`config.mk`:
```
export PLATFORM = sky130hd
export DESIGN_NAME = sound_sequencer
export DESIGN_NICKNAME = d
export VERILOG_FILES = /design/src/rtl/sound_sequencer.sv
export SDC_FILE = /design/constraint.sdc
export NUM_CORES = 1
export LEC_CHECK = 0
export CAP_MARGIN = 20
export CORE_MARGIN = 4
export CORE_UTILIZATION = 48
export CTS_BUF_LIST = sky130_fd_sc_hd__clkbuf_8
export CTS_CLUSTER_SIZE = 24
export DETAILED_ROUTE_END_ITERATION = 16
export PLACE_DENSITY = 0.75
export SYNTH_ARGS = -nofsm -noshare
export SYNTH_HDL_FRONTEND = slang
export SYNTH_SLANG_ARGS = --single-unit
```
`constraint.sdc`:
```
create_clock -name clk -period 2.15 [get_ports clk]
set_input_delay 0.3225 -clock clk [delete_from_list [all_inputs] [get_ports clk]]
set_output_delay 0.3225 -clock clk [all_outputs]
set_load 0.005 [all_outputs]
```
`src/rtl/sound_sequencer.sv`:
```
// Speaker-mux code generator for the Tug-of-War game.
// Turns outcome pulses into timed, prioritised sound playback.
module sound_sequencer #(
  parameter int ROUND_CYCLES = 50_000_000,
  parameter int VICT_CYCLES  = 150_000_000
) (
  input  logic       clk,
  input  logic       rst,
  input  logic       round_win,
  input  logic       round_lose,
  input  logic       game_win,
  input  logic       mute,
  output logic [1:0] sound_control,
  output logic       busy,
  output logic       done
);

  localparam int MAXC = (ROUND_CYCLES > VICT_CYCLES) ?
                        ROUND_CYCLES : VICT_CYCLES;
  localparam int CW   = (MAXC > 1) ? $clog2(MAXC) : 1;

  localparam logic [CW-1:0] RLOAD = CW'(ROUND_CYCLES - 1);
  localparam logic [CW-1:0] VLOAD = CW'(VICT_CYCLES - 1);

  typedef enum logic [1:0] {
    IDLE = 2'b00,
    WIN  = 2'b01,
    LOSE = 2'b10,
    VICT = 2'b11
  } state_t;

  state_t        r_state;
  state_t        w_state_nxt;
  state_t        w_ev_state;
  logic [CW-1:0] r_cnt;
  logic [CW-1:0] w_cnt_nxt;
  logic [CW-1:0] w_ev_load;
  logic          w_ev_valid;
  logic [1:0]    w_ev_prio;
  logic [1:0]    w_cur_prio;
  logic          w_accept;
  logic          w_done_nxt;
  logic          r_busy;
  logic          r_done;

  // Rank differs from encoding: WIN outranks LOSE.
  always_comb begin
    w_cur_prio = 2'd0;
    case (r_state)
      IDLE:    w_cur_prio = 2'd0;
      LOSE:    w_cur_prio = 2'd1;
      WIN:     w_cur_prio = 2'd2;
      VICT:    w_cur_prio = 2'd3;
      default: w_cur_prio = 2'd0;
    endcase
  end

  always_comb begin
    w_ev_valid = 1'b1;
    w_ev_state = IDLE;
    w_ev_prio  = 2'd0;
    w_ev_load  = RLOAD;
    if (game_win) begin
      w_ev_state = VICT;
      w_ev_prio  = 2'd3;
      w_ev_load  = VLOAD;
    end else if (round_win) begin
      w_ev_state = WIN;
      w_ev_prio  = 2'd2;
    end else if (round_lose) begin
      w_ev_state = LOSE;
      w_ev_prio  = 2'd1;
    end else begin
      w_ev_valid = 1'b0;
    end
  end

  assign w_accept = w_ev_valid && (w_ev_prio >= w_cur_prio);

  always_comb begin
    w_state_nxt = r_state;
    w_cnt_nxt   = r_cnt;
    w_done_nxt  = 1'b0;
    if (mute) begin
      w_state_nxt = IDLE;
      w_cnt_nxt   = '0;
    end else if (w_accept) begin
      w_state_nxt = w_ev_state;
      w_cnt_nxt   = w_ev_load;
    end else if (r_state != IDLE) begin
      if (r_cnt != '0) begin
        w_cnt_nxt = r_cnt - CW'(1);
      end else begin
        w_state_nxt = IDLE;
        w_done_nxt  = 1'b1;
      end
    end
  end

  always_ff @(posedge clk or posedge rst) begin
    if (rst) begin
      r_state <= IDLE;
      r_cnt   <= '0;
      r_busy  <= 1'b0;
      r_done  <= 1'b0;
    end else begin
      r_state <= w_state_nxt;
      r_cnt   <= w_cnt_nxt;
      r_busy  <= (w_state_nxt != IDLE);
      r_done  <= w_done_nxt;
    end
  end

  assign sound_control = r_state;
  assign busy          = r_busy;
  assign done          = r_done;

endmodule

```
* Word level (Yosys, flattened, before mapping)
Cells that the tools add are included.
** Operators by class
- Add/sub/neg operators :: 1
- Equal/unequal tests :: 3
- Mux-type cells :: 23
- Reductions and logical operators :: 8
- $lt $le $gt $ge :: 1
** Operators with widths (number)
- $mux 28 :: 5
- $reduce_bool 28->1 :: 1
- $sub 28x1->28 const B :: 1
- $mux 2 :: 9
- $mux 1 :: 8
- $pmux 2 s4 :: 1
- $reduce_bool 3->1 :: 2
- $eq 2x2->1 const B :: 2
- $reduce_bool 2->1 :: 2
- $eq 2x1->1 const B :: 1
- $ge 2x2->1 :: 1
- $logic_not 2->1 :: 1
- $reduce_and 2->1 :: 1
- $logic_and 1x1->1 :: 1
** Word-level totals
- Bits of input ports :: 6
- Register bits after elaboration :: 32
- Output and inout bits :: 4

* Logic depth before layout (Yosys ltp)
Gate-level depths: netlist of run 1.
- Depth after elaboration :: 8
- Depth in mapped cells :: 10
- Gate-level depth less buffers :: 8

* Least setup slack after synthesis of run 1
OpenSTA, ideal clock, no wires.
- Path kind :: flip-flop to flip-flop
- Start :: register r_cnt[2]
- End :: register r_cnt[15]
- Setup slack :: -0.235 ns
- Buffers on the path :: 2
- Arrival time :: 2.303 ns
- Clock period less this slack :: 2.385 ns
- Stages on the path, launching flop included :: 8
- Data required time :: 2.068 ns
- Path through :: dfrtp_1 > or4_1 > buf_2 > or3_1 > buf_2 > or3_1 > or3_1 > a31oi_1
** Between the ends
- Longest elaborated chain between the ends :: 5
- Elaborated cells on any way between the ends :: 8
** Ends and longest elaborated chain
- from (decl) :: RTL line 35 : logic [CW-1:0] r_cnt;
- from (signal assigned) :: RTL line 108 : r_cnt <= w_cnt_nxt;
- $sub 28x1->28 :: RTL line 92 : w_cnt_nxt = r_cnt - CW'(1);
- $mux 28 :: RTL line 91 : if (r_cnt != '0) begin
- $mux 28 :: RTL line 90 : end else if (r_state != IDLE) begin
- $mux 28 :: RTL line 87 : end else if (w_accept) begin
- $mux 28 :: RTL line 84 : if (mute) begin
Several ways; a longest one is shown, not always the timed one. The select of a mux whose other input is x is not followed.
A chain may end at the register's enable or synchronous reset.

* Final worst setup path of run 1
- Start :: register r_cnt[5]
- End :: register r_cnt[15]
Same word-level chain as after synthesis.

==> reports/qor.json, run 1 <==
{
  "synthesis": {
    "synth_sequential_area_ratio": 0.431,
    "netlist_instances": 204,
    "yosys.cell_count.top_type": "sky130_fd_sc_hd__dfrtp_1",
    "yosys.area.top_type": "sky130_fd_sc_hd__dfrtp_1",
    "netlist-cell-type-count": 40,
    "synthArstFlopShare": 1.00,
    "post-synth-top-area-fraction": 0.431,
    "synth-edff-count": 0,
    "yosys-top-cells-area": "sky130_fd_sc_hd__dfrtp_1 (43%), sky130_fd_sc_hd__a21oi_1 (5.1%), sky130_fd_sc_hd__nor2_1 (3.8%), sky130_fd_sc_hd__or3_1 (3.7%), sky130_fd_sc_hd__xnor2_1 (3.3%)",
    "synth_area_um2": 1860,
    "synth.top_cells.by_count": "sky130_fd_sc_hd__dfrtp_1 (32), sky130_fd_sc_hd__a21oi_1 (19), sky130_fd_sc_hd__nor2_1 (19)",
    "synth_nets": 213,
    "synth_ff_type": "sky130_fd_sc_hd__dfrtp_1",
    "postSynthRegisterBits": 32,
    "yosys_warnings": 0,
    "syn_area_per_cell_um2": 9.10
  },
  "routing": {
    "drcViolationCount": 0,
    "drt_wl_total_mm": 5.37,
    "routed_len_inst_um": 17.4,
    "first_iter_violations": 196,
    "route.detailed.vias_per_inst": 6.07,
    "total_number_of_vias": 1871,
    "first_pass_iters": 5,
    "drt.antenna.violating_nets": 0
  },
  "global_routing": {
    "grt_start_max_net_pins": 33,
    "track_usage": 0.217,
    "grt_pass1_wl_mm": 8.61,
    "via_count_of_the_first_global_routing_pass": 1864,
    "grt_residual_overflow": 0,
    "antenna_found_initial": 0
  },
  "setup_path": {
    "r2r-end": "r_cnt[15]$_DFFE_PP0P_",
    "crit_top_cell": "sky130_fd_sc_hd__or3_4",
    "worst-endpoint-required_ns": 2.37,
    "timing.critical_path.arrival_ns": 2.37,
    "rr_startpoint": "r_cnt[5]$_DFFE_PP0P_",
    "cells_traversed_along_the_worst_timing_path": "or4_4 -> or3_4 -> or3_4 -> or3_1 -> a31oi_1",
    "end_kind": "flip-flop",
    "max_stage_delay_ns": 0.55,
    "timing.setup.critical_path_class": "reg -> reg",
    "r2r_setup_slack_ns": -0.005,
    "cell_with_the_largest_stage_delay_on_the_worst_path": "sky130_fd_sc_hd__or4_4",
    "critical_path.startpoint_type": "flip-flop",
    "ff2ff_path_depth": 5,
    "path_max_fanout": 3
  },
  "placed_design": {
    "port-buffer-count": 9,
    "gp_congestion": 0.849,
    "placement.setup.worst_slack_ns": -0.416,
    "dp_hpwl_mm": 3.42,
    "post_dp_cell_area_um2": 2350
  },
  "floorplanning": {
    "floorplan.die_area_um2": 4930,
    "core_area_um2": 3690,
    "placement_rows": 22,
    "top_level_ports": 10,
    "die_h_um": 70.2,
    "die_w_um": 70.2,
    "floorplan.initialDensity": 0.503
  },
  "clock_network": {
    "cts_tree": "built",
    "cts_buf_count": 5,
    "clkSlewWorstSetupHoldPaths_ns": 0.07,
    "root_buf_cell": "sky130_fd_sc_hd__clkbuf_8",
    "cts_sinks": 32,
    "clkLatencyLatePin_ns": 0.29,
    "clock_path_buffers": 2,
    "cts-htree-levels": 2
  },
  "status": {
    "failed_checks": "negative setup slack",
    "outcome": "finished, violations left"
  },
  "sta": {
    "setup_tns_ns": -0.00773,
    "clock_skew_ns": 0.00756,
    "maxSlewViolCount": 0,
    "final_period_minus_worst_setup_slack_ns": 2.15,
    "setup_viol": 2,
    "achievable-frequency_mhz": 464,
    "fin_hold_ws_ns": 0.421,
    "post_route_setup_slack_ns": -0.00455,
    "timing_worst_slew_pin_value_ns": 0.407,
    "finalHoldViolCount": 0,
    "min_period_over_period": 1.00,
    "timing.slew.headroom": 0.729,
    "rsz0062_at_grt": "yes"
  },
  "layout": {
    "final_area_um2": 2660,
    "num-nets-final": 269,
    "drive_gt1_frac": 0.373,
    "area.sequential_um2": 801,
    "area_growth_pct": 43.1,
    "fillCellCount": 254,
    "multiInputGateArea_um2": 1180,
    "antenna-diode-count": 0
  },
  "power_and_ir_drop": {
    "clockPowerShare": 0.269,
    "power_density_over_cell_area_nw_per_um2": 709,
    "sequentialPowerShare": 0.377,
    "worst_ir_drop_vdd_mv": 0.497,
    "p_leak_uw": 0.00109,
    "p_int_uw": 1270,
    "power_switching_share": 0.328,
    "p_comb_frac": 0.354,
    "switching_pwr_uw": 617
  },
  "worst_hold_path": {
    "worst_min_delay_path_category": "in -> async"
  },
  "flow_run": {
    "max_cap_violations": 0
  }
}
[placed cells by master, fill, tap and decap left out, types with 5 or more instances in the layout]
master                             n
sky130_fd_sc_hd__buf_4            51
sky130_fd_sc_hd__dfrtp_1          32
sky130_fd_sc_hd__nor2_1           17
sky130_fd_sc_hd__a21oi_1          16
sky130_fd_sc_hd__o21ai_0           9
sky130_fd_sc_hd__clkdlybuf4s50_1   9
sky130_fd_sc_hd__or3_1             8
sky130_fd_sc_hd__nand3_1           8
sky130_fd_sc_hd__inv_1             7
sky130_fd_sc_hd__xnor2_1           7
sky130_fd_sc_hd__a31oi_1           7
sky130_fd_sc_hd__clkbuf_8          7
sky130_fd_sc_hd__or4_4             5
[logic make-up (layout without fill, tap and decap cells)]
| family | count (synthesis) | in the layout | share of synthesized area |
|---|---|---|---|
| and+or+nand+nor | 73 | 74 | 0.226 |
| AOI/OAI and AO/OA | 63 | 63 | 0.220 |
| DFF | 32 | 32 | 0.431 |
| buffers and inverters | 21 | 76 | 0.0445 |
| xor gates and xnor gates | 11 | 11 | 0.0519 |
| adders and majority gates | 3 | 3 | 0.0202 |
| muxes | 1 | 1 | 0.00539 |
[through the flow]
step / utilization / std cells / total power, µW
final: 0.720 / 308 / 1880
after global routing: 0.720 / 308 / 1980
after CTS: 0.680 / 305 / 1800
after detailed placement: 0.636 / 298 / 1260
after global placement: 0.636 / 298 / 1250
after floorplan: - / 204 / 1010
[flip-flops by register name (all words and copies together) (netlist names)]
signal,cells
busy,1
done,1
sound_control,2
r_cnt,28
[what timing repair did]
action | 4_1_cts | 5_1_grt
pin swaps | 5 | 10
hold buffers | 0 | 0
gates cloned | 0 | 1
setup endpoints to repair | 26 | 28
resized for setup | 14 | 25
buffers inserted | 0 | 2
[how the worst max path moves through the flow]
stage / to / startpoint / depth (start not counted) / slack, ns
6_report: r_cnt[15]$_DFFE_PP0P_ / r_cnt[5]$_DFFE_PP0P_ / 5 / -0.005
3_3_place_gp: r_cnt[27]$_DFFE_PP0P_ / round_win / 9 / -0.33
5_1_grt: sound_control[1]$_DFF_PP0_ / round_win / 10 / -0.1
2_1_floorplan: r_cnt[15]$_DFFE_PP0P_ / r_cnt[3]$_DFFE_PP0P_ / 7 / -0.20
3_5_place_dp: r_cnt[27]$_DFFE_PP0P_ / game_win / 7 / -0.42
4_1_cts: r_cnt[15]$_DFFE_PP0P_ / r_cnt[6]$_DFFE_PP0P_ / 5 / -0.005
[routing by layer]
| layer | up-vias | track usage | routed length [µm] |
|---|---|---|---|
| met5 | - | 0 | 0 |
| li1 | 882 | - | - |
| met1 | 891 | 0.294 | 2380 |
| met2 | 87 | 0.347 | 2580 |
| met4 | 0 | 0.0723 | 110 |
| met3 | 11 | 0.0446 | 296 |
[power by group through the flow]
stage	clock, µW	sequential, µW	combinational, µW
3_3_place_gp	0	711	540
2_1_floorplan	0	714	298
3_5_place_dp	0	712	549
5_1_grt	540	716	723
4_1_cts	506	704	586
6_report	507	710	667
[worst max-delay path: cells and delay by family (launching register included)]
family / cells / cell delay, ns
and+or+nand+nor: 4 / 1.59
DFF: 1 / 0.37
AOI/OAI and AO/OA: 1 / 0.12
[cell type report]
type	instances	share of cell area
Tap cell	48	0.0226
Inverter	7	0.00989
Sequential cell	32	0.301
Multi-Input combinational cell	152	0.444
Timing Repair Buffer	62	0.186
Clock buffer	7	0.0363
No activity file was read; power rests on OpenSTA's default activity.
==> inputs of run 2 (changes only) <==
--- a/config.mk
+++ b/config.mk
@@ -11,6 +11,7 @@
 export CTS_BUF_LIST = sky130_fd_sc_hd__clkbuf_8
 export CTS_CLUSTER_SIZE = 24
 export DETAILED_ROUTE_END_ITERATION = 16
+export HOLD_SLACK_MARGIN = 0.12
 export PLACE_DENSITY = 0.75
 export SYNTH_ARGS = -nofsm -noshare
 export SYNTH_HDL_FRONTEND = slang
==> results of run 2 <==
No change in the layout: final DEF, timing and power equal those of run 1.
